## config.mk

```make
export PLATFORM = sky130hd
export DESIGN_NAME = mfp_adc_max10_responder
export DESIGN_NICKNAME = d
export VERILOG_FILES = /design/src/rtl/mfp_adc_max10_pkg.sv /design/src/rtl/mfp_adc_cmd_buffer.sv /design/src/rtl/mfp_adc_max10_responder.sv
export SDC_FILE = /design/constraint.sdc
export NUM_CORES = 1
export LEC_CHECK = 0
export CORE_MARGIN = 3
export CORE_UTILIZATION = 49
export DETAILED_ROUTE_END_ITERATION = 10
export PLACE_DENSITY_LB_ADDON = 0.05
export SLEW_MARGIN = 20
export SYNTH_ARGS = -nofsm -noshare
export SYNTH_HDL_FRONTEND = slang
export SYNTH_SLANG_ARGS = --single-unit
```

## constraint.sdc

```tcl
create_clock -name clk -period 1.6 [get_ports clk]
set_clock_uncertainty 0.05 [all_clocks]
set_input_delay 0.32 -clock clk [delete_from_list [all_inputs] [get_ports clk]]
set_output_delay 0.32 -clock clk [all_outputs]
set_load 0.01 [all_outputs]
```

## src/rtl/mfp_adc_max10_pkg.sv

```systemverilog
// Shared definitions for the MAX10 ADC command/response logic: widths,
// FSM encodings, command record and the result-word formatter.
package mfp_adc_max10_pkg;

   localparam int CH_W            = 5;
   localparam int DATA_W          = 12;
   localparam int SEQ_W           = 7;
   localparam int CNT_W           = 8;
   localparam int DEF_MAX_CHANNEL = 17;

   typedef enum logic [1:0] {
      ST_IDLE    = 2'd0,
      ST_CONVERT = 2'd1,
      ST_RESPOND = 2'd2
   } adc_state_e;

   typedef struct packed {
      logic [CH_W-1:0] channel;
      logic            sop;
      logic            eop;
   } adc_cmd_t;

   // Out-of-range channels report an all-zero result word.
   function automatic logic [DATA_W-1:0] rsp_word(
      input logic [CH_W-1:0]  ch,
      input logic [SEQ_W-1:0] seq,
      input logic             ch_ok
   );
      return ch_ok ? {ch, seq} : '0;
   endfunction

endpackage

```

## src/rtl/mfp_adc_cmd_buffer.sv

```systemverilog
// One-entry holding register for a command accepted while a conversion is
// in flight; full is the registered valid flag.
module mfp_adc_cmd_buffer
   import mfp_adc_max10_pkg::*;
(
   input  logic     clk,
   input  logic     resetn,
   input  logic     push,
   input  adc_cmd_t push_cmd,
   input  logic     pop,
   output logic     full,
   output logic     full_next,
   output adc_cmd_t head
);

   logic     full_q, full_d;
   adc_cmd_t cmd_q, cmd_d;

   always_comb begin
      full_d = full_q;
      cmd_d  = cmd_q;
      if (pop) begin
         full_d = 1'b0;
      end
      if (push) begin
         full_d = 1'b1;
         cmd_d  = push_cmd;
      end
   end

   always_ff @(posedge clk or negedge resetn) begin
      if (!resetn) begin
         full_q <= 1'b0;
         cmd_q  <= '0;
      end else begin
         full_q <= full_d;
         cmd_q  <= cmd_d;
      end
   end

   assign full      = full_q;
   assign full_next = full_d;
   assign head      = cmd_q;

endmodule

```

## src/rtl/mfp_adc_max10_responder.sv

```systemverilog
// MAX10 ADC command/response model: fixed-latency conversions with a
// one-deep command queue, sequence-tagged results and a sticky range error.
//
// state      | meaning
// IDLE       | no command in flight, waiting for an accept
// CONVERT    | counting down the conversion of the active command
// RESPOND    | single-cycle result strobe, then next command or IDLE
module mfp_adc_max10_responder
   import mfp_adc_max10_pkg::*;
#(
   parameter int CONV_CYCLES = 4,
   parameter int MAX_CHANNEL = DEF_MAX_CHANNEL
) (
   input  logic              clk,
   input  logic              resetn,
   input  logic              command_valid,
   input  logic [CH_W-1:0]   command_channel,
   input  logic              command_startofpacket,
   input  logic              command_endofpacket,
   output logic              command_ready,
   output logic              response_valid,
   output logic [CH_W-1:0]   response_channel,
   output logic [DATA_W-1:0] response_data,
   output logic              response_startofpacket,
   output logic              response_endofpacket,
   output logic              channel_error
);

   localparam logic [CNT_W-1:0] CNT_LOAD = CNT_W'(CONV_CYCLES - 1);
   localparam logic [CH_W-1:0]  MAX_CH   = CH_W'(MAX_CHANNEL);

   adc_state_e        state_q, state_d;
   logic [CNT_W-1:0]  cnt_q, cnt_d;
   logic [SEQ_W-1:0]  seq_q, seq_d;
   adc_cmd_t          act_q, act_d;
   adc_cmd_t          cmd_in, buf_head;
   logic              ready_q, ready_d;
   logic              err_q, err_d;
   logic              rsp_valid_q, rsp_valid_d;
   logic [CH_W-1:0]   rsp_ch_q, rsp_ch_d;
   logic [DATA_W-1:0] rsp_data_q, rsp_data_d;
   logic              rsp_sop_q, rsp_sop_d;
   logic              rsp_eop_q, rsp_eop_d;
   logic              accept, buf_push, buf_pop, buf_full, buf_full_next;

   assign cmd_in = {command_channel, command_startofpacket, command_endofpacket};
   assign accept = command_valid & ready_q;

   mfp_adc_cmd_buffer u_cmd_buffer (
      .clk       (clk),
      .resetn    (resetn),
      .push      (buf_push),
      .push_cmd  (cmd_in),
      .pop       (buf_pop),
      .full      (buf_full),
      .full_next (buf_full_next),
      .head      (buf_head)
   );

   always_comb begin
      state_d     = state_q;
      cnt_d       = cnt_q;
      seq_d       = seq_q;
      act_d       = act_q;
      err_d       = err_q | (accept & (cmd_in.channel > MAX_CH));
      rsp_valid_d = 1'b0;
      rsp_ch_d    = rsp_ch_q;
      rsp_data_d  = rsp_data_q;
      rsp_sop_d   = rsp_sop_q;
      rsp_eop_d   = rsp_eop_q;
      buf_push    = 1'b0;
      buf_pop     = 1'b0;
      case (state_q)
         ST_IDLE: begin
            if (accept) begin
               act_d   = cmd_in;
               cnt_d   = CNT_LOAD;
               state_d = ST_CONVERT;
            end
         end
         ST_CONVERT: begin
            buf_push = accept;
            if (cnt_q == '0) begin
               state_d     = ST_RESPOND;
               rsp_valid_d = 1'b1;
               rsp_ch_d    = act_q.channel;
               rsp_sop_d   = act_q.sop;
               rsp_eop_d   = act_q.eop;
               rsp_data_d  = rsp_word(act_q.channel, seq_q, act_q.channel <= MAX_CH);
               seq_d       = seq_q + 1'b1;
            end else begin
               cnt_d = cnt_q - 1'b1;
            end
         end
         ST_RESPOND: begin
            // A queued command has priority; ready is low while it is held.
            if (buf_full) begin
               buf_pop = 1'b1;
               act_d   = buf_head;
               cnt_d   = CNT_LOAD;
               state_d = ST_CONVERT;
            end else if (accept) begin
               act_d   = cmd_in;
               cnt_d   = CNT_LOAD;
               state_d = ST_CONVERT;
            end else begin
               state_d = ST_IDLE;
            end
         end
         default: state_d = ST_IDLE;
      endcase
      ready_d = ~buf_full_next;
   end

   always_ff @(posedge clk or negedge resetn) begin
      if (!resetn) begin
         state_q     <= ST_IDLE;
         cnt_q       <= '0;
         seq_q       <= '0;
         act_q       <= '0;
         ready_q     <= 1'b0;
         err_q       <= 1'b0;
         rsp_valid_q <= 1'b0;
         rsp_ch_q    <= '0;
         rsp_data_q  <= '0;
         rsp_sop_q   <= 1'b0;
         rsp_eop_q   <= 1'b0;
      end else begin
         state_q     <= state_d;
         cnt_q       <= cnt_d;
         seq_q       <= seq_d;
         act_q       <= act_d;
         ready_q     <= ready_d;
         err_q       <= err_d;
         rsp_valid_q <= rsp_valid_d;
         rsp_ch_q    <= rsp_ch_d;
         rsp_data_q  <= rsp_data_d;
         rsp_sop_q   <= rsp_sop_d;
         rsp_eop_q   <= rsp_eop_d;
      end
   end

   assign command_ready          = ready_q;
   assign response_valid         = rsp_valid_q;
   assign response_channel       = rsp_ch_q;
   assign response_data          = rsp_data_q;
   assign response_startofpacket = rsp_sop_q;
   assign response_endofpacket   = rsp_eop_q;
   assign channel_error          = err_q;

endmodule

```

==> run summary <==
Count of unresolved DRC violations after routing = 0
Worst supply voltage drop on vdd = 419.0 uV
Type of origin of the critical path = register
EDFF count, synth = 0
Accumulated negative setup slack = -465.6 ps
Cell type group with the largest total delay on the critical path = flip-flops
Flip-flop and latch count after synthesis = 54
Final #Nets = 312
Cell area power density = 649.9 nW/um2
Final routed wire length divided by cell count = 14.59 um
Total track usage = 18.47%
Run status = finished with violations
FF-to-FF setup slack = -110 ps
Asr flop ratio synth = 100.0%
Most used DFF post-synth = dfrtp_1
Clock-pin slew reported for the worst setup and hold paths after clock tree synthesis = 90 ps
Global-route wire length before repair = 8.873 mm
Port Buffers = 31
Min cycle time layout = 1715 ps
Commonest cells after routing, fill and taps aside = 51 x dfrtp_1, 41 x nand2_1, 28 x buf_4
Num Clock Sinks = 54
Final count of hold timing violations = 0
Clock tree from TritonCTS = built
Antenna diode instance count = 0
Number of instances in the synthesized netlist = 225
Cell at the root of the clock tree = clkbuf_8
Antenna violations before repair = 0
Count of fill cells added during filler insertion = 365
DP Cell Count = 346
Endpoint of the worst-slack reg-to-reg timing path = state_q[0]
Via count of the routed design = 1926
Ys Warns = 0
Critical register-to-register path startpoint = cnt_q[1]
Max-capacitance violation count = 0
Post-synth cell types = 44
Via count of the first global-routing pass = 1950
Worst r2r path cells = 6
Boundary Pins = 32
Leakage power total = 1.892 nW
Largest stage delay on the critical path = 410 ps
Transition time of the tightest slew-check pin = 370.7 ps
Placeable Area = 4786 um2
H-tree level count = 2
Inserted Clock Buffers = 5
Via density per instance = 5.306
Wire length after detailed routing = 5.295 mm
Post-Route Hold Slack = 417.9 ps
Total chip power = 2.226 mW
Router iterations before antenna repair = 4
Worst-case clock buffer depth = 2
Cell breakdown of the critical path = inv_2 -> ha_4 -> nor3b_4 -> nand2_2 -> a22o_1 -> mux2_4
Average cell area after synthesis = 10.95 um2
Leftover overflow at the end of global routing = 0
Post-synthesis cell area = 2464 um2
Max-slew headroom = 75.17%
Non-filler instance count after layout = 363
Pins over their slew limit = 0
Crit path arrival time = 1860 ps
Post-synthesis sequential area ratio = 54.85%
Width of the die = 76.91 um
Fraction of layout cells with a size suffix above 1 = 29.39%
Placer congestion estimate = 0.8278
Most common cell after layout, fill and taps aside = dfrtp_1
Max stage delay cell, worst path = dfrtp_1
Hold/Removal Path Class = primary input to asynchronous set/reset pin
Setup repair after global routing missed its margin = yes
Violated checks = negative setup slack
Post-DP HPWL = 3.592 mm
Type of the setup path with the least slack = register to register
Area added between synthesis and finish = 39.06%
Die Footprint = 5914 um2
Number of routed nets with antenna violations = 0
Worst path bufs/invs = 1
Drt first-iter violations = 109
Maximum number of pins on one net before global-route repair = 42
Critical Path End Type = register
Minimum setup slack in the final design = -114.8 ps
Initial cell density of the core = 51.48%
Die boundary height = 76.91 um
Tcrit/Tclk final = 107.2%
Final setup violating endpoints = 10
Source-to-sink clock delay at the later pin of the worst-skew pair = 300 ps
Top achievable clock speed = 0.5832 GHz
Crit Path Max Fanout = 3
Number of nets produced by synthesis = 242
Site row count = 25
Worst path required time = 1740 ps
how the worst max path moves through the flow:
stage	cells past startpoint	startpoint	to	slack [ps]
after detailed placement	4	command_valid	state_q[0]	-160
after global placement	4	command_valid	state_q[0]	-130
after CTS	6	cnt_q[0]	state_q[0]	-80
after global routing	6	cnt_q[1]	state_q[0]	-150
final	6	cnt_q[1]	state_q[0]	-110
after floorplan	4	cnt_q[5]	state_q[0]	-80
per-stage QoR:
stage	util [%]	setup slack [ps]	area (um2)
2_1_floorplan	-	-75.47	2480
3_3_place_gp	63.97	-128.0	3062
3_5_place_dp	63.97	-159.3	3062
4_1_cts	67.97	-80.15	3253
5_1_grt	71.58	-149.9	3426
6_report	71.58	-114.8	3426
cell usage after synthesis, types with 2 or more instances:
library cell | number | area share (%)
xnor2_1 | 6 | 2.1
nand3_1 | 4 | 0.81
clkbuf_1 | 5 | 0.76
ha_1 | 7 | 3.6
buf_6 | 2 | 0.91
mux2_2 | 7 | 3.2
o21ai_0 | 14 | 2.8
inv_1 | 12 | 1.8
a21oi_1 | 9 | 1.8
a22o_1 | 9 | 3.2
mux2i_1 | 7 | 2.8
nand2_1 | 41 | 6.2
a31oi_1 | 7 | 1.8
dfrtp_1 | 54 | 55
or3_1 | 3 | 0.76
nor2_1 | 7 | 1.1
and3_1 | 2 | 0.51
nand4_1 | 3 | 0.76
cells by family (layout without fill, tap and decap cells):
logic type	after synthesis	after routing	synth area share (%)
adder cells (fa/ha/maj)	7	7	3.555
AO/OA/AOI/OAI	52	52	14.88
AND/OR/NAND/NOR	70	70	14.02
multiplexers	15	15	6.653
flip-flops	54	54	54.85
buffers and inverters	21	92	3.910
XOR/XNOR	6	6	2.133
final cells by class:
class | count | area, um2 | area share, %
Clock buffer | 6 | 82.58 | 2.411
Clock inverter | 2 | 17.52 | 0.5113
Inverter | 13 | 53.80 | 1.570
Multi-Input combinational cell | 150 | 1136 | 33.16
Sequential cell | 54 | 1355 | 39.55
Tap cell | 67 | 83.83 | 2.447
Timing Repair Buffer | 71 | 696.9 | 20.34
worst register-to-register path: cells and delay by family (launching register included):
family	cells	cell delay, ps
flops	1	410
simple gates	2	400
mux	1	300
compound gates	1	250
fa+ha+maj	1	120
buf+inv	1	90
registers in the layout, summed over array words and instances, names as in the netlist, 2 cells and up:
register           flops
response_channel       5
cnt_q                  8
response_data         12
seq_q                  7
act_q                  7
state_q                2
u_cmd_buffer.head      7
power by group:
part           total (mW)  leakage (nW)  internal (mW)  switching, mW
Combinational      0.0644          1.16         0.0273         0.0371
Clock               0.798        0.0514          0.357          0.442
Sequential           1.36         0.677           1.36              0
timing repair:
| item | CTS | global route |
|---|---|---|
| setup buffers | 5 | 5 |
| endpoints found under the hold margin | 13 | 0 |
| hold buffers | 1 | 0 |
| pin swaps | 9 | 13 |
| resized for setup | 18 | 41 |
| endpoints found under the setup margin | 31 | 67 |
per-layer routing:
layer / GRT usage [%] / routed length, um
met2: 31.36 / 2632
met5: 0 / 0
met4: 5.978 / 77
met1: 23.84 / 2387
met3: 3.404 / 197
Power figures use the tool's default switching activity.
